[config.mk]
export PLATFORM = sky130hd
export DESIGN_NAME = temp_digit_split
export DESIGN_NICKNAME = d
export VERILOG_FILES = /design/src/rtl/temp_digit_split_pkg.sv /design/src/rtl/temp_digit_split.sv
export SDC_FILE = /design/constraint.sdc
export NUM_CORES = 1
export LEC_CHECK = 0
export BUFFER_PORTS_ARGS = -buffer_cell sky130_fd_sc_hd__buf_2
export CORE_MARGIN = 3
export CORE_UTILIZATION = 59
export DETAILED_ROUTE_END_ITERATION = 8
export GPL_TIMING_DRIVEN = 0
export PLACE_DENSITY = 0.92
export SLEW_MARGIN = 5
export SYNTH_ARGS = -nofsm -noshare
export SYNTH_HDL_FRONTEND = slang
export SYNTH_SLANG_ARGS = --single-unit
[constraint.sdc]
create_clock -name clk -period 3.85 [get_ports clk]
set_input_delay 0 -clock clk [delete_from_list [all_inputs] [get_ports clk]]
set_output_delay 0 -clock clk [all_outputs]
set_load 0.01 [all_outputs]
[src/rtl/temp_digit_split_pkg.sv]
// Shared display constants: converter state encoding, displayable range defaults
// and the decade step/base used by both this converter and the scanner decode.
package temp_digit_split_pkg;

  typedef enum logic [1:0] {
    StIdle  = 2'd0,
    StCheck = 2'd1,
    StSub   = 2'd2,
    StLoad  = 2'd3
  } split_state_e;

  localparam int unsigned T_MIN_DEF = 20;
  localparam int unsigned T_MAX_DEF = 59;
  localparam int unsigned DEC_STEP  = 10;
  // dec = tens - DEC_BASE; the scanner adds it back when decoding.
  localparam int unsigned DEC_BASE  = 2;

endpackage

[src/rtl/temp_digit_split.sv]
// Clamps a binary temperature sample and splits it into unit digit and tens-minus-2 code
// by repeated subtraction. Optional macro TEMP_SPLIT_PEND_EN keeps one pending sample.
module temp_digit_split
  import temp_digit_split_pkg::*;
#(
  parameter int unsigned TEMP_W = 6,
  parameter int unsigned T_MIN  = T_MIN_DEF,
  parameter int unsigned T_MAX  = T_MAX_DEF
) (
  input  logic              clk,
  input  logic              rst_n,
  input  logic [TEMP_W-1:0] temp,
  input  logic              temp_vld,
  output logic [4:0]        uni,
  output logic [1:0]        dec,
  output logic              range_err,
  output logic              busy,
  output logic              done
);

  localparam logic [TEMP_W-1:0] TMinW  = TEMP_W'(T_MIN);
  localparam logic [TEMP_W-1:0] TMaxW  = TEMP_W'(T_MAX);
  localparam logic [TEMP_W-1:0] TSpanW = TEMP_W'(T_MAX - T_MIN);
  localparam logic [TEMP_W-1:0] StepW  = TEMP_W'(DEC_STEP);

  if (T_MAX < T_MIN || T_MAX - T_MIN > 39) begin : g_range_check
    $error("temp_digit_split: T_MAX - T_MIN must be in 0..39");
  end

  split_state_e      state;
  logic [TEMP_W-1:0] work;
  logic [1:0]        tens;
  logic              err;

`ifdef TEMP_SPLIT_PEND_EN
  logic [TEMP_W-1:0] pend;
  logic              pend_vld;
`endif

  always_ff @(posedge clk or negedge rst_n) begin
    if (!rst_n) begin
      state     <= StIdle;
      work      <= '0;
      tens      <= '0;
      err       <= 1'b0;
      uni       <= '0;
      dec       <= '0;
      range_err <= 1'b0;
      busy      <= 1'b0;
      done      <= 1'b0;
`ifdef TEMP_SPLIT_PEND_EN
      pend      <= '0;
      pend_vld  <= 1'b0;
`endif
    end else begin
      done <= 1'b0;
`ifdef TEMP_SPLIT_PEND_EN
      if (temp_vld && state != StIdle) begin
        pend     <= temp;
        pend_vld <= 1'b1;
      end
`endif
      unique case (state)
        StIdle: begin
          if (temp_vld) begin
            work  <= temp;
            busy  <= 1'b1;
            state <= StCheck;
          end
        end
        StCheck: begin
          if (work < TMinW) begin
            work <= '0;
            err  <= 1'b1;
          end else if (work > TMaxW) begin
            work <= TSpanW;
            err  <= 1'b1;
          end else begin
            work <= work - TMinW;
            err  <= 1'b0;
          end
          tens  <= '0;
          state <= StSub;
        end
        StSub: begin
          if (work >= StepW) begin
            work <= work - StepW;
            tens <= tens + 2'd1;
          end else begin
            state <= StLoad;
          end
        end
        StLoad: begin
          uni       <= {1'b0, work[3:0]};
          dec       <= tens;
          range_err <= err;
          done      <= 1'b1;
`ifdef TEMP_SPLIT_PEND_EN
          // A strobe landing in this very cycle is newer than anything pending.
          if (temp_vld) begin
            work     <= temp;
            pend_vld <= 1'b0;
            state    <= StCheck;
          end else if (pend_vld) begin
            work     <= pend;
            pend_vld <= 1'b0;
            state    <= StCheck;
          end else begin
            busy  <= 1'b0;
            state <= StIdle;
          end
`else
          busy  <= 1'b0;
          state <= StIdle;
`endif
        end
        default: begin
          busy  <= 1'b0;
          state <= StIdle;
        end
      endcase
    end
  end

endmodule

==> impl_metrics.tcl, run 1 <==
set metrics [dict create \
    ys_async_sr_fraction 1.000 \
    cpLargestDelayFamily "compound AO/OA/AOI/OAI gates" \
    violations_in_the_final_reports "negative hold slack" \
    power.density_cell_area_nw_per_um2 980.4 \
    pin_count 19 \
    area_of_the_core_um2 1802 \
    globalRouteTotalUtil 0.2250 \
    worstHoldStart "temp[1]" \
    port_buffers 17 \
    maxcap_viol_count 0 \
    layout_min_cycle_time_ns 2.005 \
    clkLatencyLatePin_ns 0.30 \
    cts_repair_resize_count 0 \
    regToRegSetupSlack_ns 1.84 \
    yosysUniqueCellTypes 37 \
    post-cts-setup-buffers 0 \
    synthesis.area_um2 1174 \
    final_hold_viol_count 1 \
    num-fill-cells 140 \
    synth_compound_area_frac 0.2228 \
    routed_wl_per_cell_um 15.81 \
    initial_util 0.6514 \
    grt_max_degree 21 \
    synth_edf_count 0 \
    estimated_wirelength_of_the_detail_placed_design_mm 1.791 \
    final_layout_size_suffix_gt1_frac 0.2555 \
    tritoncts "done" \
    synth-adder-area-share 0.08529 \
    grt_antenna_before_repair 0 \
    multiInputGateArea_um2 611.8 \
    hold_slack_ns -0.008356 \
    finalCoreUtilization 0.7563 \
    avg_inst_size_synth_um2 10.29 \
    chipHeight_um 50.60 \
    hold_path_end "work[1]$_DFFE_PN0P_" \
    final.setup.tns_ns 0 \
    finalInstanceArea_um2 1363 \
    reg2reg_to "work[3]$_DFFE_PN0P_" \
    layout-area-overhead-vs-synth_pct 16.10 \
    gr-total-overflow 0 \
    number_of_global_route_vias_before_repair 956 \
    critPathSlowestCell "a2111oi_2" \
    largest_family_of_logic_cells_by_synthesized_area "compound AO/OA/AOI/OAI gates" \
    rsz_0062_raised_after_global_routing "false" \
    synthSimpleGateAreaFrac 0.09488 \
    synth-xor-area-share 0.02239 \
    grt_pass1_wl_mm 4.374 \
    worst-r2r-cell-count 6 \
    critical_path.endpoint_type "flip-flop" \
    critical_path.max_stage_delay_ns 0.52 \
    tritoncts.num_buffers 3 \
    critPathRequiredTime_ns 4.03 \
    finClkSkew_ns 0.003028 \
    timing.hold.worst_path_depth 3 \
    gp_congestion 0.8723 \
    regArea_um2 500.5 \
    cts.root.buffer_cell "clkbuf_4" \
    antennaDiodeCount 0 \
    yosys_warnings 0 \
    fp.dieArea_um2 2560 \
    detail_route.drc_violations 0 \
    yosys-mux-area-fraction 0.09275 \
    detail_route.vias_per_cell 6.228 \
    min-delay-path-class "primary input to flip-flop" \
    finalSetupViolCount 0 \
    cts_htree_levels 1 \
    path_class "flip-flop to flip-flop" \
    fin_crit_sh 0.5208 \
    drt_pass_1_iters 4 \
    netlist_instances 114 \
    timing.critical_path.fanout_max 7 \
    clock_sinks 20 \
    placed_area_um2 1290 \
    yosys_most_used_dff "dfrtp_1" \
    route.vias.total 1009 \
    cp.arrival_ns 2.18 \
    outcome "finished with violations" \
    drt_initial_violations 43 \
    worst_setup_hold_path_clk_slew_ns 0.12 \
    syn-num-nets 131 \
    irDropWorstVdd_mv 0.5857 \
    timing.critical_path.buf_inv 1 \
    finalWirelength_mm 2.562 \
    max-clock-path-buffers 2 \
    static-leakage-power_nw 0.6356 \
    synth.yosys.seq_area_share 0.4264 \
    startpoint_type "flip-flop" \
    num_rows 15 \
    timing.critical_path.cells "inv_1 -> ha_1 -> a2111oi_2 -> a211oi_2 -> o21ai_0 -> o22ai_1" \
    floorplan.die.width_um 50.60 \
    postRouteAntennaNets 0 \
    max_clock_freq_mhz 498.7 \
    ys_seq_elements 20 \
    drv_slew 0 \
    final_nets 155 \
    regToRegStartpoint "work[2]$_DFFE_PN0P_" \
]
cell usage in the layout (no fill, tap or decap), types with 4 or more instances in the layout:
cell type,count
a21oi_1,6
nand2_1,6
o21ai_0,12
ha_1,8
inv_1,7
o21a_1,4
buf_2,18
nor2b_1,4
dfrtp_1,20
mux2_2,7
flip-flops by register name, summed over array words and instances (netlist names):
signal / count
work: 6
range_err: 1
uni: 4
state: 2
busy: 1
err: 1
dec: 2
done: 1
tens: 2
layout make-up:
class                           instances  area share
Clock buffer                            3     0.01653
Timing Repair Buffer                   19     0.07713
Clock inverter                          1     0.02204
Buffer                                  6     0.02571
Tap cell                               25     0.02296
Sequential cell                        20      0.3673
Multi-Input combinational cell         81      0.4490
Inverter                                7     0.01928
worst reg2reg max path: cells and delay by family (launching register included):
kind / cells / cell delay (ns)
AOI/OAI and AO/OA: 4 / 1.01
adders and majority gates: 1 / 0.30
buffers and inverters: 1 / 0.13
DFF: 1 / 0.45
kinds of logic after synthesis:
group,after synthesis
compound gates,38
xor+xnor,3
fa+ha+maj,8
buf+inv,13
flops,20
mux,10
other cells,1
simple gates,21
layer usage:
metal  vias up  wire, µm  part of all wire  global-route usage
met5         -         0                 0                   0
met4         0        80             0.031              0.1031
met3        10       194             0.076             0.05045
met2        58      1266              0.49              0.3717
met1       482      1022              0.40              0.2779
li1        459         -                 -                   -
how the worst max path moves through the flow:
stage / from / endpoint / depth (start not counted)
4_1_cts: work[2]$_DFFE_PN0P_ / work[1]$_DFFE_PN0P_ / 6
2_1_floorplan: work[2]$_DFFE_PN0P_ / work[1]$_DFFE_PN0P_ / 6
3_5_place_dp: work[2]$_DFFE_PN0P_ / work[1]$_DFFE_PN0P_ / 6
6_report: work[2]$_DFFE_PN0P_ / work[3]$_DFFE_PN0P_ / 6
5_1_grt: work[2]$_DFFE_PN0P_ / work[1]$_DFFE_PN0P_ / 6
3_3_place_gp: work[2]$_DFFE_PN0P_ / work[1]$_DFFE_PN0P_ / 6
report_power, final:
part	total (mW)	switching (mW)	leakage (nW)	internal, mW
Clock	0.170	0.0649	0.0279	0.105
Sequential	0.396	0.0814	0.243	0.314
Combinational	0.770	0.432	0.364	0.338
through the flow:
step	cells	setup WS [ns]	hold WS, ns	power, mW
finish	162	1.845	-0.008356	1.336
CTS	162	1.890	0.005508	1.326
global placement	156	2.036	-0.03588	1.094
floorplan	114	2.223	-0.2956	0.9497
global route	162	1.713	0.02736	1.436
detailed placement	156	1.944	-0.03236	1.142
cells in the mapped netlist (all sizes together) (2+ instances only):
master / number / area [µm²]
buf: 4 / 27.52
nand2: 6 / 22.52
a21oi: 6 / 30.03
nor2: 3 / 11.26
o21a: 4 / 30.03
clkbuf: 2 / 7.510
o22ai: 3 / 18.77
o21ai: 14 / 70.07
xor2: 3 / 26.28
inv: 7 / 26.28
nor2b: 4 / 25.02
mux2: 7 / 78.83
mux2i: 3 / 30.03
a31oi: 2 / 12.51
dfrtp: 20 / 500.5
ha: 8 / 100.1
nor3: 2 / 10.01
what timing repair did:
item                                   CTS  global route
setup endpoints to repair                0             0
endpoints found under the hold margin   21             0
hold buffers                             2             0
(Power assumes the default switching activity.)
==> run 2, diff against run 1 <==
Settings changed: CORE_UTILIZATION 59 to 55, PLACE_DENSITY 0.92 to 0.87.
Clock period 3.85 ns to 2.07 ns, I/O delays scaled along.
==> impl_metrics.tcl, run 2 (synthesis results as in run 1) <==
set metrics [dict create \
    max_clock_freq_mhz 535.3 \
    clock_sinks 20 \
    number_of_global_route_vias_before_repair 927 \
    non_filler_instances 165 \
    gr-total-overflow 0 \
    grt_pass1_wl_mm 4.146 \
    rsz_0062_raised_after_global_routing "false" \
    critical_path.max_stage_delay_ns 0.48 \
    fp.dieArea_um2 2724 \
    grt_max_degree 21 \
    cp.arrival_ns 2.11 \
    largest-register "work" \
    worst-r2r-cell-count 6 \
    placed_area_um2 1292 \
    power.density_cell_area_nw_per_um2 1742 \
    initial_util 0.5922 \
    grt_antenna_before_repair 0 \
    top_regs "work: 6 flops, uni: 4 flops" \
    startpoint_type "flip-flop" \
    critPathRequiredTime_ns 2.31 \
    drv_slew 0 \
    finClkSkew_ns 0.004694 \
    final.setup.tns_ns 0 \
    detail_route.vias_per_cell 5.848 \
    route.vias.total 965 \
    critical_path.endpoint_type "flip-flop" \
    chipHeight_um 52.20 \
    cts.root.buffer_cell "clkbuf_4" \
    tightestPinTransition_ns 0.5221 \
    reg2reg_to "work[2]$_DFFE_PN0P_" \
    min-delay-path-class "primary input to flip-flop" \
    irDropWorstVdd_mv 1.234 \
    estimated_wirelength_of_the_detail_placed_design_mm 1.767 \
    path_class "flip-flop to flip-flop" \
    hold_path_end "work[2]$_DFFE_PN0P_" \
    final_hold_viol_count 0 \
    final_nets 156 \
    place_inst 158 \
    worst_setup_hold_path_clk_slew_ns 0.12 \
    fin_crit_sh 0.9025 \
    outcome "finished, final reports clean" \
    timing.critical_path.cells "inv_1 -> ha_1 -> a2111oi_4 -> a211oi_2 -> o21ai_0 -> o22ai_1" \
    tritoncts.num_buffers 3 \
    regToRegStartpoint "work[2]$_DFFE_PN0P_" \
    pin_count 19 \
    static-leakage-power_nw 0.6344 \
    timing.critical_path.fanout_max 7 \
    detail_route.drc_violations 0 \
    port_buffers 17 \
    tritoncts "done" \
    gp_congestion 0.8695 \
    timing.hold.worst_path_depth 3 \
    clkLatencyLatePin_ns 0.31 \
    max-clock-path-buffers 2 \
    area_of_the_core_um2 1982 \
    layout_min_cycle_time_ns 1.868 \
    layout-area-overhead-vs-synth_pct 16.84 \
    drt_initial_violations 25 \
    num_rows 16 \
    antennaDiodeCount 0 \
    postRouteAntennaNets 0 \
    drt_pass_1_iters 4 \
    critPathSlowestCell "a211oi_2" \
    finalWirelength_mm 2.443 \
    largest_register_ff_count 6 \
    final_layout_size_suffix_gt1_frac 0.2536 \
    worstHoldStart "temp[2]" \
    mostFrequentLayoutCells "dfrtp_1 (20), buf_2 (18), o21ai_0 (12)" \
    layout.cells.most_common "dfrtp_1" \
    routed_wl_per_cell_um 14.81 \
    finalSetupViolCount 0 \
    cts_htree_levels 1 \
    maxcap_viol_count 0 \
    finalInstanceArea_um2 1371 \
    globalRouteTotalUtil 0.2011 \
    hold_slack_ns 0.0001983 \
    slew-limit-headroom 0.6519 \
    floorplan.die.width_um 52.20 \
    regToRegSetupSlack_ns 0.20 \
]
## run 2: changes by cell type in the layout (fill, tap and decap cells not counted), sizes merged
cell | previous run | this run
bufinv | 1 | 0
dlygate4sd3 | 2 | 3
clkbuf | 5 | 6
## run 2: area by class of cell
cell class / count / area [µm²]
Fill cell: 136 / 610.6
Inverter: 7 / 26.28
Tap cell: 27 / 33.78
Timing Repair Buffer: 20 / 115.1
Clock buffer: 4 / 36.28
Sequential cell: 20 / 500.5
Multi-Input combinational cell: 81 / 624.3
Buffer: 6 / 35.03
## run 2: worst max-delay path: cells and delay by family (launching register included)
family                     cells  cell delay [ns]
buffers and inverters          1             0.14
AOI/OAI and AO/OA              4             0.91
adders and majority gates      1             0.29
DFF                            1             0.45
## run 2: where the power goes
| part | internal, mW | switching [mW] |
|---|---|---|
| logic | 0.641 | 0.775 |
| registers | 0.584 | 0.153 |
| clock network | 0.107 | 0.129 |
## run 2: per-stage QoR
stage	total power [mW]	utilization	setup WS, ns
6_report	2.389	0.6919	0.2018
3_3_place_gp	2.042	0.6521	0.2618
5_1_grt	2.592	0.6919	0.04604
4_1_cts	2.343	0.6856	0.1666
3_5_place_dp	2.105	0.6521	0.2285
2_1_floorplan	1.766	-	0.4430
## run 2: repair_timing
action	4_1_cts	5_1_grt
hold buffers	3	0
gates resized for setup	0	1
endpoints found under the setup margin	0	1
buffers inserted	0	0
endpoints found under the hold margin	22	0
## run 2: how the worst max path moves through the flow
stage                     endpoint  cells after the start                 from
3_5_place_dp   work[1]$_DFFE_PN0P_                      6  work[2]$_DFFE_PN0P_
5_1_grt        work[2]$_DFFE_PN0P_                      6  work[2]$_DFFE_PN0P_
3_3_place_gp   work[1]$_DFFE_PN0P_                      6  work[2]$_DFFE_PN0P_
6_report       work[2]$_DFFE_PN0P_                      6  work[2]$_DFFE_PN0P_
4_1_cts        work[1]$_DFFE_PN0P_                      6  work[2]$_DFFE_PN0P_
2_1_floorplan  work[1]$_DFFE_PN0P_                      6  work[2]$_DFFE_PN0P_
## run 2: per-layer routing
layer / wire length (µm) / vias to the layer above / track usage
met3: 164 / 4 / 0.03134
met1: 1075 / 454 / 0.2709
met5: 0 / - / 0
met2: 1179 / 48 / 0.3389
met4: 24 / 0 / 0.04681
li1: - / 459 / -
==> run 3, diff against run 2 <==
Settings changed: CORE_UTILIZATION 55 to 57, CTS_BUF_LIST set to sky130_fd_sc_hd__clkbuf_8, GPL_ROUTABILITY_DRIVEN set to 0, PLACE_DENSITY 0.87 to 0.89.
==> impl_metrics.tcl, run 3 (synthesis results as in run 1) <==
set metrics [dict create \
    outcome "finished, final reports clean" \
    pin_count 19 \
    fp.dieArea_um2 2639 \
    clock_sinks 20 \
    finalCoreUtilization 0.7361 \
    drv_slew 0 \
    gr-total-overflow 0 \
    tightestPinTransition_ns 0.5186 \
    power.density_cell_area_nw_per_um2 1767 \
    hold_slack_ns 0.03822 \
    path_class "flip-flop to flip-flop" \
    cts_htree_levels 1 \
    finClkSkew_ns 0.001323 \
    p_total_mw 2.392 \
    top_regs "work: 6 flops, uni: 4 flops" \
    rsz_0062_raised_after_global_routing "false" \
    slew-limit-headroom 0.6542 \
    drt_pass_1_iters 4 \
    final_layout_size_suffix_gt1_frac 0.2519 \
    num_rows 15 \
    layout.cells.most_common "dfrtp_1" \
    place_inst 156 \
    placed_area_um2 1290 \
    mostFrequentLayoutCells "dfrtp_1 (20), buf_2 (18), o21ai_0 (12)" \
    grt_pass1_wl_mm 4.071 \
    finalWorstSetupSlack_ns 0.1937 \
    postRouteAntennaNets 0 \
    final.setup.tns_ns 0 \
    cp.arrival_ns 2.00 \
    final_hold_viol_count 0 \
    finalSetupViolCount 0 \
    area_of_the_core_um2 1839 \
    routed_wl_per_cell_um 14.87 \
    min-delay-path-class "primary input to flip-flop" \
    grt_antenna_before_repair 0 \
    tritoncts.num_buffers 3 \
    worst_setup_hold_path_clk_slew_ns 0.07 \
    irDropWorstVdd_mv 1.020 \
    detail_route.drc_violations 0 \
    detail_route.vias_per_cell 5.919 \
    final_nets 154 \
    maxcap_viol_count 0 \
    route.vias.total 947 \
    fin_crit_sh 0.9064 \
    port_buffers 17 \
    chipHeight_um 51.38 \
    floorplan.die.width_um 51.38 \
    antennaDiodeCount 0 \
    cts.root.buffer_cell "clkbuf_8" \
    critical_path.endpoint_type "flip-flop" \
    largest_register_ff_count 6 \
    finalWirelength_mm 2.379 \
    initial_util 0.6381 \
    startpoint_type "flip-flop" \
    critPathRequiredTime_ns 2.19 \
    tritoncts "done" \
    layout_min_cycle_time_ns 1.876 \
    timing.critical_path.fanout_max 6 \
    non_filler_instances 160 \
    grt_max_degree 21 \
    finalInstanceArea_um2 1354 \
    max_clock_freq_mhz 533.0 \
    number_of_global_route_vias_before_repair 886 \
    drt_initial_violations 17 \
    max-clock-path-buffers 2 \
    clkLatencyLatePin_ns 0.25 \
    globalRouteTotalUtil 0.2038 \
    layout-area-overhead-vs-synth_pct 15.35 \
    placement_setup_slack_ns 0.1892 \
    static-leakage-power_nw 0.6266 \
    estimated_wirelength_of_the_detail_placed_design_mm 1.743 \
    largest-register "work" \
]
[run 3: cell types whose count changed in the layout (fill, tap and decap cells not counted)]
cell / change
dlygate4sd3_1: -2
clkbuf_8: +2
clkbuf_4: -3
[run 3: worst max-delay path: stages, from the launching register on]
cell and delay, ns:
dfrtp_1 0.42, inv_1 0.13, ha_1 0.29, and3_1 0.25, o221ai_2 0.34, o221a_1 0.23
o22ai_1 0.08
[run 3: final cells by class]
cell class / instances / area, µm²
multi-input combinational: 81 / 624.3
fill: 149 / 485.5
inverter: 7 / 26.28
tap: 25 / 31.28
clock buffer: 3 / 41.29
buffer: 6 / 35.03
sequential: 20 / 500.5
timing repair buffer: 18 / 95.09
[run 3: what timing repair did]
action,4_1_cts,5_1_grt
setup buffers,0,0
hold buffers,1,0
resized for setup,0,1
endpoints found under the setup margin,0,1
endpoints found under the hold margin,20,0
[run 3: per-layer routing]
layer  wire [µm]  track usage
met1        1058       0.2565
met2        1164       0.3517
met3         137      0.05539
met4          19      0.03493
met5           0            0
[run 3: path summary, 6_finish.rpt]
| path | endpoint | depth (start not counted) | from | slack, ns |
|---|---|---|---|---|
| max | work[3]$_DFFE_PN0P_ | 6 | work[2]$_DFFE_PN0P_ | 0.19 |
| min | work[2]$_DFFE_PN0P_ | 3 | temp[2] | 0.04 |
| max reg2reg | work[3]$_DFFE_PN0P_ | 6 | work[2]$_DFFE_PN0P_ | 0.19 |
| min reg2reg | err$_DFFE_PN0P_ | 1 | err$_DFFE_PN0P_ | 0.48 |
| max in group asynchronous | tens[0]$_DFFE_PN0P_ | 2 | rst_n | 1.55 |
| min in group asynchronous | uni[3]$_DFFE_PN0P_ | 2 | rst_n | 0.21 |
[run 3: power breakdown]
part	switching [mW]	internal, mW
Sequential	0.147	0.586
Combinational	0.773	0.639
Clock	0.117	0.129
Total	1.04	1.35
